**src/rtl/bus_target_pkg.sv**
```systemverilog
// Shared definitions for the 8-bit multiplexed external bus.
// The bus_state encodings are common to the initiator and the target.
package bus_target_pkg;

  localparam int unsigned DATA_W = 8;
  localparam int unsigned ADDR_W = 16;

  typedef enum logic [1:0] {
    BUS_ADDR_LOW   = 2'b00,
    BUS_ADDR_HIGH  = 2'b01,
    BUS_DATA_READ  = 2'b10,
    BUS_DATA_WRITE = 2'b11
  } bus_state_e;

  // Device address as captured from the two address phases
  typedef struct packed {
    logic [DATA_W-1:0] hi;
    logic [DATA_W-1:0] lo;
  } bus_addr_t;

endpackage

```
**src/rtl/bus_target_if.sv**
```systemverilog
// Pin-side bundle of the multiplexed bus: four-phase req/ack, phase code,
// data in both directions, space select.
interface bus_target_if;
  import bus_target_pkg::*;

  logic              req;
  logic              ack;
  bus_state_e        state;
  logic [DATA_W-1:0] data_in;
  logic [DATA_W-1:0] data_out;
  logic              output_enable;
  logic              io;

  modport master (
    output req, state, data_in, io,
    input  ack, data_out, output_enable
  );

  modport slave (
    input  req, state, data_in, io,
    output ack, data_out, output_enable
  );

endinterface

```
**src/rtl/bus_target.sv**
```systemverilog
// Responder end of the multiplexed bus: turns each data phase into one
// device strobe and stalls ack until the device reports ready.
module bus_target
  import bus_target_pkg::*;
(
  input  logic              clk,
  input  logic              rst,
  bus_target_if.slave       bus,
  output logic              dev_read,
  output logic              dev_write,
  output logic [ADDR_W-1:0] dev_addr,
  output logic              dev_io,
  output logic [DATA_W-1:0] dev_wdata,
  input  logic [DATA_W-1:0] dev_rdata,
  input  logic              dev_ready
);

  localparam logic [1:0] IDLE = 2'd0;
  localparam logic [1:0] DEV  = 2'd1;
  localparam logic [1:0] ACK  = 2'd2;

  logic [1:0]        fsm_q,   fsm_d;
  logic              ack_q,   ack_d;
  logic              oe_q,    oe_d;
  logic [DATA_W-1:0] rdata_q, rdata_d;
  logic              read_q,  read_d;
  logic              write_q, write_d;
  bus_addr_t         addr_q,  addr_d;
  logic              io_q,    io_d;
  logic [DATA_W-1:0] wdata_q, wdata_d;

  // State and output registers
  always_ff @(posedge clk) begin
    if (rst) begin
      fsm_q   <= IDLE;
      ack_q   <= 1'b0;
      oe_q    <= 1'b0;
      rdata_q <= '0;
      read_q  <= 1'b0;
      write_q <= 1'b0;
      addr_q  <= '0;
      io_q    <= 1'b0;
      wdata_q <= '0;
    end else begin
      fsm_q   <= fsm_d;
      ack_q   <= ack_d;
      oe_q    <= oe_d;
      rdata_q <= rdata_d;
      read_q  <= read_d;
      write_q <= write_d;
      addr_q  <= addr_d;
      io_q    <= io_d;
      wdata_q <= wdata_d;
    end
  end

  // Next-state and next-output logic; every register holds by default
  always_comb begin
    fsm_d   = fsm_q;
    ack_d   = ack_q;
    oe_d    = oe_q;
    rdata_d = rdata_q;
    read_d  = read_q;
    write_d = write_q;
    addr_d  = addr_q;
    io_d    = io_q;
    wdata_d = wdata_q;

    case (fsm_q)
      IDLE: begin
        if (bus.req) begin
          case (bus.state)
            BUS_ADDR_LOW: begin
              addr_d.lo = bus.data_in;
              ack_d     = 1'b1;
              fsm_d     = ACK;
            end
            BUS_ADDR_HIGH: begin
              addr_d.hi = bus.data_in;
              ack_d     = 1'b1;
              fsm_d     = ACK;
            end
            BUS_DATA_READ: begin
              io_d   = bus.io;
              read_d = 1'b1;
              fsm_d  = DEV;
            end
            BUS_DATA_WRITE: begin
              io_d    = bus.io;
              wdata_d = bus.data_in;
              write_d = 1'b1;
              fsm_d   = DEV;
            end
            default: ;
          endcase
        end
      end

      // Completes even if req has been withdrawn; ACK then clears it next cycle
      DEV: begin
        if (dev_ready) begin
          read_d  = 1'b0;
          write_d = 1'b0;
          ack_d   = 1'b1;
          fsm_d   = ACK;
          if (read_q) begin
            rdata_d = dev_rdata;
            oe_d    = 1'b1;
          end
        end
      end

      ACK: begin
        if (!bus.req) begin
          ack_d = 1'b0;
          oe_d  = 1'b0;
          fsm_d = IDLE;
        end
      end

      default: fsm_d = IDLE;
    endcase
  end

  assign bus.ack           = ack_q;
  assign bus.output_enable = oe_q;
  assign bus.data_out      = rdata_q;
  assign dev_read          = read_q;
  assign dev_write         = write_q;
  assign dev_addr          = addr_q;
  assign dev_io            = io_q;
  assign dev_wdata         = wdata_q;

endmodule

```
**src/flat_wrapper.sv**
```systemverilog
// flat-port wrapper written by rule: the top's interface ports become plain ports
module bus_target_flat import bus_target_pkg::*;
  (clk, rst, dev_read, dev_write, dev_addr, dev_io, dev_wdata, dev_rdata, dev_ready, bus_req, bus_state, bus_data_in, bus_io, bus_ack, bus_data_out, bus_output_enable);
  bus_target_if bus_i ();
  input  logic clk;
  input  logic rst;
  output logic dev_read;
  output logic dev_write;
  output logic [ADDR_W-1:0] dev_addr;
  output logic dev_io;
  output logic [DATA_W-1:0] dev_wdata;
  input  logic [DATA_W-1:0] dev_rdata;
  input  logic dev_ready;
  input wire logic [$bits(bus_i.req)-1:0] bus_req;
  input wire logic [$bits(bus_i.state)-1:0] bus_state;
  input wire logic [$bits(bus_i.data_in)-1:0] bus_data_in;
  input wire logic [$bits(bus_i.io)-1:0] bus_io;
  output wire logic [$bits(bus_i.ack)-1:0] bus_ack;
  output wire logic [$bits(bus_i.data_out)-1:0] bus_data_out;
  output wire logic [$bits(bus_i.output_enable)-1:0] bus_output_enable;
  assign bus_i.req = bus_req;
  assign bus_i.state = bus_state;
  assign bus_i.data_in = bus_data_in;
  assign bus_i.io = bus_io;
  assign bus_ack = bus_i.ack;
  assign bus_data_out = bus_i.data_out;
  assign bus_output_enable = bus_i.output_enable;
  bus_target u_core (.clk(clk), .rst(rst), .bus(bus_i), .dev_read(dev_read), .dev_write(dev_write), .dev_addr(dev_addr), .dev_io(dev_io), .dev_wdata(dev_wdata), .dev_rdata(dev_rdata), .dev_ready(dev_ready));
endmodule
```
**config.mk**
```make
export PLATFORM = sky130hd
export DESIGN_NAME = bus_target_flat
export DESIGN_NICKNAME = d
export VERILOG_FILES = /design/src/rtl/bus_target_pkg.sv /design/src/rtl/bus_target_if.sv /design/src/rtl/bus_target.sv /design/src/flat_wrapper.sv
export SDC_FILE = /design/constraint.sdc
export NUM_CORES = 1
export LEC_CHECK = 0
export BUFFER_PORTS_ARGS = -buffer_cell sky130_fd_sc_hd__clkbuf_2
export CORE_ASPECT_RATIO = 1.75
export CORE_MARGIN = 2
export CORE_UTILIZATION = 52
export CTS_CLUSTER_SIZE = 30
export DETAILED_ROUTE_END_ITERATION = 12
export GPL_ROUTABILITY_DRIVEN = 0
export HOLD_SLACK_MARGIN = 0.1
export PLACE_DENSITY = 0.84
export SETUP_SLACK_MARGIN = 0.05
export SKIP_LAST_GASP = 1
export SLEW_MARGIN = 20
export SYNTH_ARGS = -nofsm -noshare
export SYNTH_HDL_FRONTEND = slang
export SYNTH_SLANG_ARGS = --single-unit
export TNS_END_PERCENT = 100
```
**constraint.sdc**
```tcl
create_clock -name clk -period 3.3 [get_ports clk]
set_input_delay 0.66 -clock clk [delete_from_list [all_inputs] [get_ports clk]]
set_output_delay 0.66 -clock clk [all_outputs]
set_load 0.01 [all_outputs]
```
# After elaboration in Yosys (flattened, before gate mapping)
# Index checks and enable logic that the tools add are counted.
# classes
eq_ne	12
mux	20
reduce_logical	17
# op_table
operator	count
3-bit AND reduction	6
2-bit != test, second input constant	6
4-bit AND reduction	3
1-bit 2-to-1 mux	11
2-bit == test, second input constant	3
2-bit 2-to-1 mux	3
1-bit case mux with 2 select lines	3
2-bit case mux with 3 select lines	1
5-bit AND reduction	1
2-bit by 1-bit == test with 1-bit output, second input constant	2
2-bit logical NOT	2
2-bit case mux with 2 select lines	1
2-bit nonzero test	2
2-bit OR reduction	2
1-bit case mux with 3 select lines	1
3-bit nonzero test	1
2-bit by 1-bit != test with 1-bit output, second input constant	1
# word_totals
register_bits	39
in_bits	23
output_inout_bits	37

# Logic depth before layout (Yosys ltp)
# depth
word_depth	5
ltp_mapped	5

# Worst setup path before layout
# OpenSTA, ideal clock, no wires.
# synth_path
path_type	input to register
startpoint	in bus_state[1]
endpoint	reg u_core.addr_q, in the netlist u_core.dev_addr[2]
setup_time_ns	0.072
arrival_time_ns	1.343
slack_ns	1.886
path_stages	4
n_path_buf	1
cell_sequence	nor4b_4 -> and2_1 -> buf_4 -> mux2i_1
# synth_between
elab_chain_cells	2
# synth_lines
element	line_no	source
from (decl)	flat_wrapper.sv:15	input wire logic [$bits(bus_i.state)-1:0] bus_state;
2-bit logical NOT	bus_target.sv:72	case (bus.state)
3-bit AND reduction (no line)	-	
to (signal assigned)	bus_target.sv:51	addr_q <= addr_d;
to (decl)	bus_target.sv:28	bus_addr_t addr_q, addr_d;
# No other way between the ends.
# A chain may end at the register's enable or synchronous reset.

# Worst setup path after layout
# layout_path
startpoint	reg u_core.addr_q, in the netlist u_core.dev_addr[12]
endpoint	out dev_addr[12]
# layout_lines
element	line_no	source
to (decl)	flat_wrapper.sv:9	output logic [ADDR_W-1:0] dev_addr;
# No word-level cell between the ends.

==> metrics.yaml <==
run_status: "finished clean"
clk_latency_ns: 0.28
layoutNonFillerInstCount: 246
antennaDiodeCount: 0
cts_tree: "built"
synth_top_cell_by_area: "dfxtp_1"
die_y_um: 77.4
crit_family: "flip-flops"
synth_area_sq_mm: 0.00160
p_per_area_mw_per_mm2: 522
path_buf_inv: 1
fill_cells: 240
ioPinCount: 60
grt_antenna_before_repair: 0
root_buffer: "clkbuf_8"
layout_commonest_cell: "clkbuf_2"
crit_path_end_kind: "output port"
grt_start_max_net_pins: 48
yosys.area.top_type_share_pct: 48.7
cts_made_buffers: 5
die_w_um: 46.0
p_leak_nw: 0.956
critPathKind: "reg -> out"
clock_sinks: 39
placed_area_sq_mm: 0.00187
drc: 0
finalHoldViolCount: 0
slowest_delay_ns: 0.37
io_buffers: 59
cts_htree_levels: 2
cts_resized: 0
ir_worst_vdd_v: 0.000347
place_ws_ns: 1.59
grt_pass1_wl_um: 4770
holdBufCountCts: 0
area_delta_synth_final_pct: 24.7
grt_pass1_vias: 1139
avgSynthCellArea_sq_um: 9.96
synth_xor_area_share_pct: 0
worstPathRequired_ns: 2.64
cp_max_fo: 2
start_kind: "flip-flop"
yosys.area_share.adder_pct: 0
synth-seq-area-share_pct: 48.7
wl_um: 3030
finalSetupTns_ns: 0
final_nets: 240
layout_common_cells: "59 x clkbuf_2, 39 x dfxtp_1, 33 x nand2b_1"
place_inst: 238
path_cells: "clkbuf_2"
wire_per_inst_um: 12.3
design_area_sq_mm: 0.00200
fin_skew_ns: 0.00905
setup_ws_ns: 1.84
drtPass1Iterations: 4
ys_types: 26
drt_iter0_drc: 33
start_util_pct: 54.7
ys_warn_count: 0
synth_compound_area_share_pct: 5.54
synth_top_family_by_area: "simple AND/OR/NAND/NOR gates"
synth_area_leaders: "dfxtp_1 49%, mux2i_1 16%, nand2b_1 13%"
hold_path_class: "reg -> reg"
final_max_slew_viol_count: 0
slew_headroom_pct: 52.7
critPathSlowestCell: "dfxtp_1"
synthSimpleGateAreaFrac_pct: 25.2
worstMarginPinSlew_ns: 0.710
synth_fp_nets: 184
layout_min_cycle_time_ns: 1.46
fp-row-count: 26
fmax_mhz: 684
via_per_inst: 5.12
core_sq_mm: 0.00293
clk_pin_slew_ns: 0.08
clk_path_buf_depth: 2
maxCapViolations: 0
grt_usage_pct: 17.6
synth.mux.area_fraction_pct: 15.6
rsz0062_at_grt: "no"
die_area_sq_mm: 0.00356
vias: 1260
min_period_over_period_pct: 44.3
holdWs_ns: 0.451
grt_remaining_overflow: 0
syn_inst: 161
drt.antenna.violating_nets: 0
post_cts_buffers: 0
hpwl_um: 2290
ys_ff_latch: 39
finalSetupViolCount: 0
critPathArrivalTime_ns: 0.80
layout-drive-gt1-share_pct: 32.1
## state kept, by name (all words and copies together) (netlist names)
name / cells
u_core.fsm_q: 2
u_core.dev_addr: 16
u_core.bus.output_enable: 1
u_core.dev_read: 1
u_core.dev_write: 1
u_core.dev_io: 1
u_core.bus.ack: 1
u_core.bus.data_out: 8
u_core.dev_wdata: 8
## per-stage QoR
| stage | power, mW | utilization (%) |
|---|---|---|
| 2_1_floorplan | 0.564 | - |
| 3_3_place_gp | 0.595 | 63.7 |
| 3_5_place_dp | 0.596 | 63.7 |
| 4_1_cts | 1.06 | 68.2 |
| 5_1_grt | 1.08 | 68.2 |
| 6_report | 1.04 | 68.2 |
## per-layer routing
layer	routed length, um	track usage (%)
met1	1230	19.5
met5	0	0
met2	1580	30.3
met4	30	6.00
met3	190	5.12
## path summary, 6_finish.rpt
kind                          start                     end  cells past startpoint  slack, ns
max             u_core.dev_addr[12]            dev_addr[12]                      1       1.84
min          u_core.bus.data_out[1]  u_core.bus.data_out[1]                      2       0.45
max reg2reg         u_core.fsm_q[0]      u_core.dev_addr[2]                      3       1.93
min reg2reg  u_core.bus.data_out[1]  u_core.bus.data_out[1]                      2       0.45
## final cells by class
cell class	instances	area [sq um]	area share (%)
Clock buffer	6	72.6	3.63
Clock inverter	2	60.1	3.01
Inverter	3	11.3	0.564
Multi-Input combinational cell	109	743	37.2
Sequential cell	39	781	39.1
Tap cell	28	35.0	1.75
Timing Repair Buffer	59	295	14.8
## logic make-up after synthesis
family          after synthesis
simple gates                 68
flops                        39
mux                          25
compound gates               16
buf+inv                      13
## cells in the mapped netlist (all sizes together)
| cell type | count |
|---|---|
| nand4b | 1 |
| clkbuf | 3 |
| nand3 | 1 |
| dfxtp | 39 |
| nor2 | 4 |
| nor4b | 1 |
| nand2 | 19 |
| a221oi | 1 |
| a211oi | 1 |
| and2 | 2 |
| mux2i | 25 |
| and3b | 1 |
| inv | 3 |
| o21ai | 1 |
| a21oi | 11 |
| and4bb | 1 |
| nor2b | 1 |
| buf | 7 |
| and4b | 1 |
| nor3 | 3 |
| nand2b | 33 |
| a31oi | 2 |
## report_power, final
part | switching [mW] | internal (mW)
Clock | 0.157 | 0.302
Combinational | 0.0442 | 0.0441
Sequential | 0.0111 | 0.485
## worst reg2reg max path, delay by kind of cell, from the launching register on
family	cells	cell delay, ns
mux	1	0.21
flops	1	0.42
simple gates	2	0.67
Power figures use the tool's default switching activity.
